<file path="config.mk">
export PLATFORM = sky130hd
export DESIGN_NAME = cache_refill_engine
export DESIGN_NICKNAME = d
export VERILOG_FILES = /design/src/rtl/cache_refill_engine.sv
export SDC_FILE = /design/constraint.sdc
export NUM_CORES = 1
export LEC_CHECK = 0
export ABC_AREA = 1
export BUFFER_PORTS_ARGS = -buffer_cell sky130_fd_sc_hd__buf_2
export CAP_MARGIN = 20
export CELL_PAD_IN_SITES_DETAIL_PLACEMENT = 0
export CELL_PAD_IN_SITES_GLOBAL_PLACEMENT = 1
export CORE_MARGIN = 10
export CORE_UTILIZATION = 32
export CTS_CLUSTER_DIAMETER = 50
export DETAILED_ROUTE_END_ITERATION = 8
export GPL_TIMING_DRIVEN = 0
export PLACE_DENSITY = 0.8
export SLEW_MARGIN = 5
export SYNTH_ARGS = -nofsm -noshare
export SYNTH_HDL_FRONTEND = slang
export SYNTH_SLANG_ARGS = --single-unit
</file>
<file path="constraint.sdc">
create_clock -name clk -period 1.4 [get_ports clk]
set_input_delay 0.28 -clock clk [delete_from_list [all_inputs] [get_ports clk]]
set_output_delay 0.28 -clock clk [all_outputs]
set_load 0.05 [all_outputs]
</file>
<file path="src/rtl/cache_refill_engine.sv">
// Miss-refill engine: takes one cache miss, issues a line/word read, gathers beats into a line buffer
// and holds the assembled line for the cache write path. Define CACHE_REFILL_FWD_EN for critical-word forwarding.
module cache_refill_engine #(
  parameter int ADDR_W     = 32,
  parameter int DATA_W     = 32,
  parameter int LINE_WORDS = 4
) (
  input  logic                         clk,
  input  logic                         resetn,
  input  logic                         miss_valid,
  input  logic [ADDR_W-1:0]            miss_addr,
  input  logic                         miss_uncache,
  output logic                         miss_ready,
  output logic                         rd_req,
  output logic [2:0]                   rd_type,
  output logic [ADDR_W-1:0]            rd_addr,
  input  logic                         rd_rdy,
  input  logic                         ret_valid,
  input  logic                         ret_last,
  input  logic [DATA_W-1:0]            ret_data,
  output logic                         fill_valid,
  output logic [LINE_WORDS*DATA_W-1:0] fill_line,
  output logic [ADDR_W-1:0]            fill_addr,
  output logic                         fill_uncache,
  output logic                         fill_err,
  input  logic                         fill_ready,
  output logic                         err,
`ifdef CACHE_REFILL_FWD_EN
  output logic                         fwd_valid,
  output logic [DATA_W-1:0]            fwd_data,
`endif
  output logic [1:0]                   dbg_state
);

  localparam int WI = $clog2(LINE_WORDS);
  localparam int BO = $clog2(DATA_W / 8);
  localparam int NB = WI + 1;

  // Handshakes: a transfer happens in a cycle where valid && ready are both 1
  // (miss_valid/miss_ready, rd_req/rd_rdy, fill_valid/fill_ready); ret_valid has no back-pressure.
  typedef enum logic [1:0] {
    S_IDLE = 2'd0,
    S_REQ  = 2'd1,
    S_RECV = 2'd2,
    S_DONE = 2'd3
  } state_t;

  state_t                      r_state, w_next;
  logic [ADDR_W-1:0]           r_addr;
  logic                        r_uncache;
  logic [LINE_WORDS*DATA_W-1:0] r_line;
  logic [WI-1:0]               r_cnt;
  logic [NB-1:0]               r_nbeats;
  logic                        r_ferr;
  logic                        w_accept;
  logic                        w_beat;
  logic [NB-1:0]               w_nb_inc;
  logic [NB-1:0]               w_exp;
  logic                        w_mismatch;

  assign w_nb_inc   = r_nbeats + 1'b1;
  assign w_exp      = r_uncache ? NB'(1) : NB'(LINE_WORDS);
  assign w_mismatch = (w_nb_inc != w_exp);

  always_comb begin
    w_next     = r_state;
    miss_ready = 1'b0;
    rd_req     = 1'b0;
    fill_valid = 1'b0;
    w_accept   = 1'b0;
    w_beat     = 1'b0;
    case (r_state)
      S_IDLE: begin
        miss_ready = 1'b1;
        if (miss_valid) begin
          w_accept = 1'b1;
          w_next   = S_REQ;
        end
      end
      S_REQ: begin
        rd_req = 1'b1;
        if (rd_rdy) w_next = S_RECV;
      end
      S_RECV: begin
        if (ret_valid) begin
          w_beat = 1'b1;
          if (ret_last) w_next = S_DONE;
        end
      end
      S_DONE: begin
        fill_valid = 1'b1;
        if (fill_ready) w_next = S_IDLE;
      end
      default: w_next = S_IDLE;
    endcase
  end

  // Beats outside RECV, or a short/long burst ending, flag a protocol error in the same cycle.
  assign err = resetn && ret_valid && ((r_state != S_RECV) || (ret_last && w_mismatch));

  assign rd_type      = rd_req ? (r_uncache ? 3'b010 : 3'b100) : 3'b000;
  assign rd_addr      = !rd_req   ? '0 :
                        r_uncache ? r_addr : {r_addr[ADDR_W-1:WI+BO], {(WI+BO){1'b0}}};
  assign fill_line    = r_line;
  assign fill_addr    = r_addr;
  assign fill_uncache = r_uncache;
  assign fill_err     = r_ferr;
  assign dbg_state    = r_state;

`ifdef CACHE_REFILL_FWD_EN
  logic          r_fwd_done;
  logic [WI-1:0] w_fwd_word;

  assign w_fwd_word = r_uncache ? '0 : r_addr[WI+BO-1:BO];
  assign fwd_valid  = resetn && w_beat && !r_fwd_done && (r_cnt == w_fwd_word);
  assign fwd_data   = fwd_valid ? ret_data : '0;

  always_ff @(posedge clk or negedge resetn) begin
    if (!resetn)            r_fwd_done <= 1'b0;
    else if (w_accept)      r_fwd_done <= 1'b0;
    else if (fwd_valid)     r_fwd_done <= 1'b1;
  end
`endif

  always_ff @(posedge clk or negedge resetn) begin
    if (!resetn) begin
      r_state   <= S_IDLE;
      r_addr    <= '0;
      r_uncache <= 1'b0;
      r_line    <= '0;
      r_cnt     <= '0;
      r_nbeats  <= '0;
      r_ferr    <= 1'b0;
    end else begin
      r_state <= w_next;
      if (w_accept) begin
        r_addr    <= miss_addr;
        r_uncache <= miss_uncache;
        r_line    <= '0;
        r_cnt     <= '0;
        r_nbeats  <= '0;
        r_ferr    <= 1'b0;
      end else if (w_beat) begin
        for (int k = 0; k < LINE_WORDS; k++) begin
          if (r_cnt == WI'(k)) r_line[k*DATA_W +: DATA_W] <= ret_data;
        end
        // Counter parks on the last word so overrun beats overwrite it.
        if (r_cnt != WI'(LINE_WORDS-1)) r_cnt <= r_cnt + 1'b1;
        if (r_nbeats != '1) r_nbeats <= w_nb_inc;
        if (ret_last && w_mismatch) r_ferr <= 1'b1;
      end
    end
  end

endmodule

</file>
==> results.md, run 1 <==
- Status: finished, violations left
- Failing checks: hold timing, setup timing
- Tightest Hold Check Type: in -> async
- Syn Std Cell Area: 7520 um2
- Syn_nets: 982
- Met1 wire length: 13.2 mm
- Flops & latches, synth: 169
- Most frequent cell after synthesis: nand2_1
- Antenna cells: 0
- Slew HR: 55.1%
- Setup violations, final: 212
- Crit path DAT: 1.83 ns
- Remaining DRCs: 0
- Pre-CTS setup slack: -0.457 ns
- Min Hold Slack: -0.177 ns
- Most instantiated cells after synthesis: 383 x nand2_1, 169 x dfrtp_1, 133 x nand3_1
- WL/cell: 19.2 um
- Largest net degree at the start of global routing: 89
- Iter 0 DRT Violations: 382
- Fmax: 475 MHz
- Post-Syn Instances: 899
- Starting density of the core: 32.3%
- Clock Latency Late Sink: 0.42 ns
- Worst r2r dst: fill_line[62]$_DFFE_PN0P_
- Setup WS post-layout: -0.705 ns
- Worst-margin pin slew: 0.673 ns
- Vias per inst: 4.68
- CTS root buffer: clkbuf_16
- Period minus WS final: 2.11 ns
- Reg2reg setup slack: -0.46 ns
- Inserted Clock Buffers: 17
- Core Box Area: 23300 um2
- CP Launch Point: r_nbeats[0]$_DFFE_PN0P_
- DRT Pass-1 Iters: 5
- # port buffers: 273
- Die area: 30000 um2
- DR top layer: met4
- Warnings, synthesis: 0
- Clk slew on worst S/H paths: 0.08 ns
- Peak ir drop on the vdd network: 1.49 mV
- Dominant cells by area after synthesis: dfrtp_1 56%, nand2_1 19%, nand3_1 8.9%
- Final core occ: 57.1%
- First-pass GRT wire length: 44.0 mm
- Max Cap Viol: 0
- Final cell count without fillers: 1587
- Max Transition Viols Final: 0
- Avg Cell Area, Syn: 8.36 um2
- Hold Fails Final Rpt: 81
- Synth async-reset ratio: 100%
- RSZ-0062 raised after global routing: yes
- Crit Path Max Fanout: 2
- DRT Wirelength: 30.4 mm
- Final net count: 1338
- Via count: 7426
- Total track usage: 18.4%
- Post-synth top area share: 56.3%
- Leakage: 7.10 nW
- Number of global-route vias before repair: 7299
- Gr ovfl total: 0
- CP Data Required Time: 1.12 ns
- Post-synth cell types: 21
- Max Root-Sink Buffers: 2
- Crit start category: register
- Die H: 173 um
- Pwr/cell area: 2850 nW/um2
- Largest area contributor in the netlist: dfrtp_1
- Seq/Total Area, Yosys: 56.3%
- Inst Count DP: 1492
- Clk sinks: 169
- EDFF count, synth: 0
- Share of layout cells above drive strength 1: 58.4%
- Register-to-Register Path Depth: 11
- Worst clock skew: 0.00930 ns
- H-tree depth: 4
- Tcrit/Tclk final: 150%
- Worst R2R Start: dbg_state[0]$_DFFE_PN0P_
- Antenna violations before repair: 0
- CTS tree: built
- HPWL Detailed: 19.8 mm
- Total negative setup slack: -84.10 ns
- Post-synth top flop: dfrtp_1
- Gpl congestion: 0.790
- Crit Path Class: reg -> out
- Worst setup EP type: primary output
- Number of I/O pins: 275
- FP Rows: 56
- Final ANT Viol Nets: 0
- Total Power: 37.8 mW
- Area growth from synthesis to layout: 76.6%
- Routed length on met2: 15.1 mm
- Die X: 173 um
- Met3 Routed Length: 1.92 mm
[critical path, cell delays in order (launching register included)]
cell	delay, ns
dfrtp_1	0.40
ha_2	0.19
ha_4	0.27
inv_2	0.04
nand3_2	0.05
nand2_2	0.05
nand2_2	0.06
nand2_2	0.06
a21oi_4	0.12
buf_6	0.17
[final cells by class]
class | instances | area, um2
Buffer | 49 | 602
Inverter | 79 | 427
Timing Repair Buffer | 341 | 3040
Sequential cell | 169 | 4250
Multi-Input combinational cell | 598 | 3940
Fill cell | 2053 | 9990
Tap cell | 319 | 399
Clock inverter | 14 | 181
Clock buffer | 18 | 439
[power by group]
group | switching (mW) | internal [mW] | leakage, nW
clock | 2.33 | 2.62 | 0.302
sequential | 1.74 | 7.16 | 2.11
combinational | 16.0 | 8.00 | 4.69
total | 20.1 | 17.8 | 7.10
[sequential cells by signal, summed over array words and instances (netlist names)]
signal        cells
dbg_state         2
r_nbeats          3
fill_uncache      1
fill_err          1
r_cnt             2
fill_line       128
fill_addr        32
[timing repair]
item,4_1_cts,5_1_grt
pin swaps,19,70
cloned,4,17
endpoints found under the hold margin,81,81
gates resized for setup,236,446
buffers inserted,24,25
setup endpoints to repair,222,261
[stage by stage]
step	area [um2]	hold slack (ns)
3_3_place_gp	9550	0.475
3_5_place_dp	9590	0.330
4_1_cts	11400	-0.140
6_report	13300	-0.177
5_1_grt	13300	-0.137
2_1_floorplan	7790	-0.0156
[worst max-delay path by stage]
stage / end / slack [ns] / depth (start not counted)
after floorplan: rd_addr[22] / -0.37 / 6
after global placement: dbg_state[1]$_DFFE_PN0P_ / -3.14 / 1
after detailed placement: fill_line[76]$_DFFE_PN0P_ / -0.46 / 9
after CTS: err / -0.75 / 9
after global routing: err / -0.78 / 9
final: err / -0.71 / 9
[kinds of logic (layout without fill, tap and decap cells)]
logic type,Yosys count,in the layout,synth area share (%)
compound gates,18,18,1.20
simple gates,568,568,31.9
buf+inv,132,501,8.71
flops,169,169,56.3
fa+ha+maj,11,11,1.83
other cells,1,1,0.0499
[metal layers]
| layer | track usage (%) | vias to the layer above |
|---|---|---|
| li1 | - | 3502 |
| met1 | 23.4 | 3659 |
| met3 | 5.40 | 24 |
| met4 | 3.77 | 0 |
| met2 | 30.3 | 241 |
| met5 | 0 | - |
[placed cells by master (no fill, tap or decap), types with 41 or more instances in the layout]
cell type	Yosys	layout
buf_6	13	41
buf_4	4	42
nand2_2	1	134
buf_8	0	55
nand2_1	383	192
dfrtp_1	169	155
inv_1	77	44
buf_2	35	184
nand2_4	9	56
nand3_1	133	117
(Power assumes the default switching activity.)
==> run 2, diff against run 1 <==
- REMOVE_ABC_BUFFERS: unset -> 1
==> results.md, run 2 (synthesis gave the netlist of run 1 again) <==
- RSZ-0062 raised after global routing: yes
- Antenna cells: 0
- Starting density of the core: 32.3%
- CTS tree: built
- Antenna violations before repair: 1
- Crit Path Class: reg -> out
- Clock Latency Late Sink: 0.42 ns
- Worst clock skew: 0.0136 ns
- Max Transition Viols Final: 0
- Die H: 173 um
- Total track usage: 24.9%
- Hold Fails Final Rpt: 82
- FP Rows: 56
- Number of global-route vias before repair: 8168
- Inserted Clock Buffers: 17
- Crit path DAT: 1.85 ns
- Worst r2r dst: fill_line[28]$_DFFE_PN0P_
- Iter 0 DRT Violations: 749
- Pwr/cell area: 2890 nW/um2
- Leading cell type in the layout, fill and taps excluded: nand2_1
- Number of flip-flops in the largest register: 128
- CTS root buffer: clkbuf_16
- Status: finished, violations left
- Largest net degree at the start of global routing: 89
- Clk slew on worst S/H paths: 0.07 ns
- Core Box Area: 23300 um2
- Tightest Hold Check Type: in -> async
- DRT Wirelength: 40.5 mm
- Gpl congestion: 0.810
- Final net count: 1354
- Setup violations, final: 212
- Die area: 30000 um2
- Delay-heaviest family, CP: adder cells
- Worst Path Buf+Inv: 2
- Crit start category: register
- Reg2reg setup slack: -0.40 ns
- First-pass GRT wire length: 55.9 mm
- Most used cell, CP: nand2_2
- Max Root-Sink Buffers: 2
- Peak ir drop on the vdd network: 1.40 mV
- Final ANT Viol Nets: 0
- CP cell instances: ha_2 -> ha_4 -> inv_2 -> nand3_2 -> nand2_2 -> nand2_2 -> nand2_2 -> a21oi_2 -> buf_6
- Area post-placement: 9000 um2
- Setup WS post-layout: -0.729 ns
- Crit-path slowest cell: dfrtp_1
- Peak per-stage delay on the critical path: 0.39 ns
- Share of layout cells above drive strength 1: 62.1%
- Crit Path Max Fanout: 2
- WL/cell: 25.3 um
- Most frequent cells in the layout: 187 x nand2_1, 182 x buf_2, 161 x dfrtp_1
- Number of I/O pins: 275
- Min Hold Slack: -0.180 ns
- Failing checks: hold timing, setup timing
- Worst R2R Start: dbg_state[0]$_DFFE_PN0P_
- Area growth from synthesis to layout: 86.3%
- Worst setup EP type: primary output
- Max Cap Viol: 0
- Worst-margin pin slew: 0.712 ns
- DRT Pass-1 Iters: 5
- Register-to-Register Path Depth: 10
- CP Data Required Time: 1.12 ns
- Die X: 173 um
- Period minus WS final: 2.13 ns
- Vias per inst: 5.13
- Remaining DRCs: 0
- H-tree depth: 4
- Fmax: 470 MHz
- Leakage: 7.52 nW
- Slew HR: 52.5%
- Gr ovfl total: 0
- HPWL Detailed: 16.5 mm
- Total Power: 40.5 mW
- Via count: 8229
- # port buffers: 273
- Final cell count without fillers: 1603
- Clk sinks: 169
- Final Cell Area: 14000 um2
- Inst Count DP: 1440
- Tcrit/Tclk final: 152%
## run 2: worst max-delay path by stage
stage                                  start                    endpoint  slack [ns]  cells past startpoint
finish               r_nbeats[0]$_DFFE_PN0P_                         err       -0.73                      9
detailed placement  dbg_state[1]$_DFFE_PN0P_   fill_line[63]$_DFFE_PN0P_       -1.71                      8
global route         r_nbeats[0]$_DFFE_PN0P_                         err       -0.82                      9
floorplan           dbg_state[1]$_DFFE_PN0P_  fill_line[107]$_DFFE_PN0P_       -2.12                      7
CTS                  r_nbeats[1]$_DFFE_PN0P_                         err       -0.78                      9
global placement    dbg_state[0]$_DFFE_PN0P_   fill_line[63]$_DFFE_PN0P_       -3.28                      7
## run 2: metrics by stage
| stage | worst slack (ns) | TNS, ns | utilization [%] |
|---|---|---|---|
| global placement | -3.28 | -968.47 | 38.4 |
| finish | -0.729 | -72.83 | 60.2 |
| CTS | -0.775 | -72.34 | 54.7 |
| detailed placement | -1.71 | -264.50 | 38.7 |
| global route | -0.820 | -83.51 | 60.2 |
| floorplan | -2.12 | -382.01 | - |
## run 2: worst reg2reg max path, cell delays in order, from the launching register on
cell	delay, ns
dfrtp_2	0.45
buf_6	0.14
inv_6	0.06
ha_4	0.18
nand2_8	0.09
buf_12	0.17
buf_16	0.15
buf_12	0.16
clkbuf_16	0.17
nand3_2	0.07
nand2_1	0.05
## run 2: final cells by class
| class | instances | area [um2] |
|---|---|---|
| clock inverter | 13 | 181 |
| inverter | 79 | 333 |
| tap | 319 | 399 |
| sequential | 169 | 4240 |
| timing repair buffer | 366 | 3490 |
| timing repair inverter | 13 | 230 |
| clock buffer | 19 | 453 |
| fill | 1869 | 9260 |
| multi-input combinational | 625 | 4680 |
## run 2: what timing repair did
item                                    CTS  global route
pin swaps                                79           113
cloned                                   51             5
endpoints found under the setup margin  214           255
endpoints found under the hold margin    82            82
setup buffers                            63            24
gates resized for setup                 406           367
## run 2: power by group
group	leakage (nW)	switching (mW)	total, mW	internal (mW)
combinational	5.09	17.9	26.3	8.39
sequential	2.12	1.87	9.02	7.15
clock	0.314	2.20	5.17	2.97
total	7.52	22.0	40.5	18.5
## run 2: routing by layer
layer  global-route usage, %  share of wire [%]  routed length [um]
met5                       0              0.020                   8
met4                    7.19                2.7                1080
met3                    8.60                8.9                3590
met2                    40.4                 48               19500
met1                    30.8                 40               16300
==> run 3, diff against run 2 <==
- SKIP_CTS_REPAIR_TIMING: unset -> 1
==> results.md, run 3 (synthesis gave the netlist of run 1 again) <==
- CP Launch Point: r_nbeats[1]$_DFFE_PN0P_
- Clk sinks: 169
- Most frequent cells in the layout: 233 x nand2_1, 202 x buf_2, 163 x dfrtp_1
- Gr ovfl total: 0
- Number of I/O pins: 275
- DRT Pass-1 Iters: 7
- Tightest Hold Check Type: in -> async
- CP cell instances: ha_2 -> ha_4 -> nand3_1 -> nand2_1 -> nand2_1 -> nand2_1 -> a21oi_2 -> buf_6
- Pwr/cell area: 2890 nW/um2
- Worst setup EP type: primary output
- CTS tree: built
- Leading cell type in the layout, fill and taps excluded: nand2_1
- Status: finished, violations left
- Sw Pwr: 21.5 mW
- FP Rows: 56
- Crit path DAT: 1.93 ns
- Clock Latency Late Sink: 0.43 ns
- Antenna cells: 0
- Final net count: 1360
- Gpl congestion: 0.810
- Crit start category: register
- Die area: 30000 um2
- DRT Wirelength: 40.1 mm
- Peak per-stage delay on the critical path: 0.39 ns
- Leakage: 7.49 nW
- Reg2reg setup slack: -0.57 ns
- Max Root-Sink Buffers: 2
- Min Hold Slack: -0.192 ns
- Area growth from synthesis to layout: 80.4%
- Switching share of power: 54.7%
- Cell internal pwr: 17.8 mW
- Via count: 8086
- CP Data Required Time: 1.12 ns
- Most used cell, CP: nand2_1
- Peak ir drop on the vdd network: 1.51 mV
- Clk slew on worst S/H paths: 0.08 ns
- Pre-CTS setup slack: -1.71 ns
- First-pass GRT wire length: 40.5 mm
- Fmax: 452 MHz
- Routed length on met2: 19.0 mm
- WL/cell: 24.9 um
- Final cell count without fillers: 1609
- H-tree depth: 4
- # port buffers: 273
- Crit-path slowest cell: dfrtp_1
- Largest net degree at the start of global routing: 90
- Setup WS post-layout: -0.813 ns
- Core Box Area: 23300 um2
- Setup violations, final: 213
- Starting density of the core: 32.3%
- Remaining DRCs: 0
- Combinational group share of total power: 64.1%
- Fillcell total: 1971
- Total track usage: 16.9%
- Final ANT Viol Nets: 0
- Met1 wire length: 16.6 mm
- Failing checks: hold timing, setup timing
- DR top layer: met5
- Final core occ: 58.3%
- CTS root buffer: clkbuf_16
- Worst R2R Start: dbg_state[1]$_DFFE_PN0P_
- Vias per inst: 5.03
- Worst r2r dst: fill_line[95]$_DFFE_PN0P_
- Sequential Power Share: 22.7%
- Worst clock skew: 0.0143 ns
- Share of layout cells above drive strength 1: 55.4%
- Number of flip-flops in the largest register: 128
- Max Cap Viol: 0
- Period minus WS final: 2.21 ns
- HPWL Detailed: 16.5 mm
- Max Transition Viols Final: 0
- Register-to-Register Path Depth: 11
- Clock power share: 13.2%
- Antenna violations before repair: 1
- Inst Count DP: 1440
- Worst-margin pin slew: 0.688 ns
- Crit Path Max Fanout: 2
- Hold Fails Final Rpt: 82
- RSZ-0062 raised after global routing: yes
- Die X: 173 um
- Crit Path Class: reg -> out
- Number of global-route vias before repair: 6790
- Met3 Routed Length: 3.46 mm
- Tcrit/Tclk final: 158%
- Total Power: 39.2 mW
- Inserted Clock Buffers: 17
- Iter 0 DRT Violations: 827
- Die H: 173 um
- Slew HR: 54.1%
run 3: cell count changes in the layout (fill, tap and decap cells not counted), sizes merged:
cell    change
buf        +14
nand2       -1
inv         -6
clkbuf      -8
clkinv      +7
run 3: area by class of cell:
type                    count  area [um2]  share of cell area, %
flip-flops and latches    169        4240                   31.2
well taps                 319         399                   2.94
inverters                  79         348                   2.56
repair inverters           14         289                   2.13
clock inverters            13         181                   1.34
clock buffers              19         453                   3.34
multi-input cells         624        4300                   31.7
repair buffers            372        3350                   24.7
run 3: per-layer routing:
layer / vias to the layer above / global-route usage [%]
li1: 3575 / -
met1: 4026 / 21.4
met2: 426 / 26.3
met3: 57 / 6.86
met4: 2 / 4.06
met5: - / 0
run 3: power by group through the flow:
stage	Combinational, mW	Clock [mW]	Sequential (mW)
after floorplan	5.03	0	15.8
after global placement	17.0	0	8.47
after detailed placement	17.2	0	8.53
after CTS	17.2	5.24	8.49
after global routing	26.3	5.49	9.14
final	25.1	5.20	8.89
run 3: through the flow:
step | TNS [ns] | area, um2
final | -102.01 | 13600
after CTS | -289.25 | 9640
after global placement | -968.47 | 8930
after detailed placement | -264.50 | 9000
after global routing | -112.81 | 13600
after floorplan | -382.01 | 7160
run 3: worst max-delay path by stage:
stage / endpoint / cells past startpoint
finish: err / 8
global route: err / 9
CTS: fill_line[63]$_DFFE_PN0P_ / 8
detailed placement: fill_line[63]$_DFFE_PN0P_ / 8
global placement: fill_line[63]$_DFFE_PN0P_ / 7
floorplan: fill_line[107]$_DFFE_PN0P_ / 7
run 3: critical path: cells and delay by family, from the launching register on:
kind	cells	cell delay [ns]
compound gates	1	0.15
fa+ha+maj	2	0.45
buf+inv	1	0.18
flops	1	0.39
simple gates	4	0.34
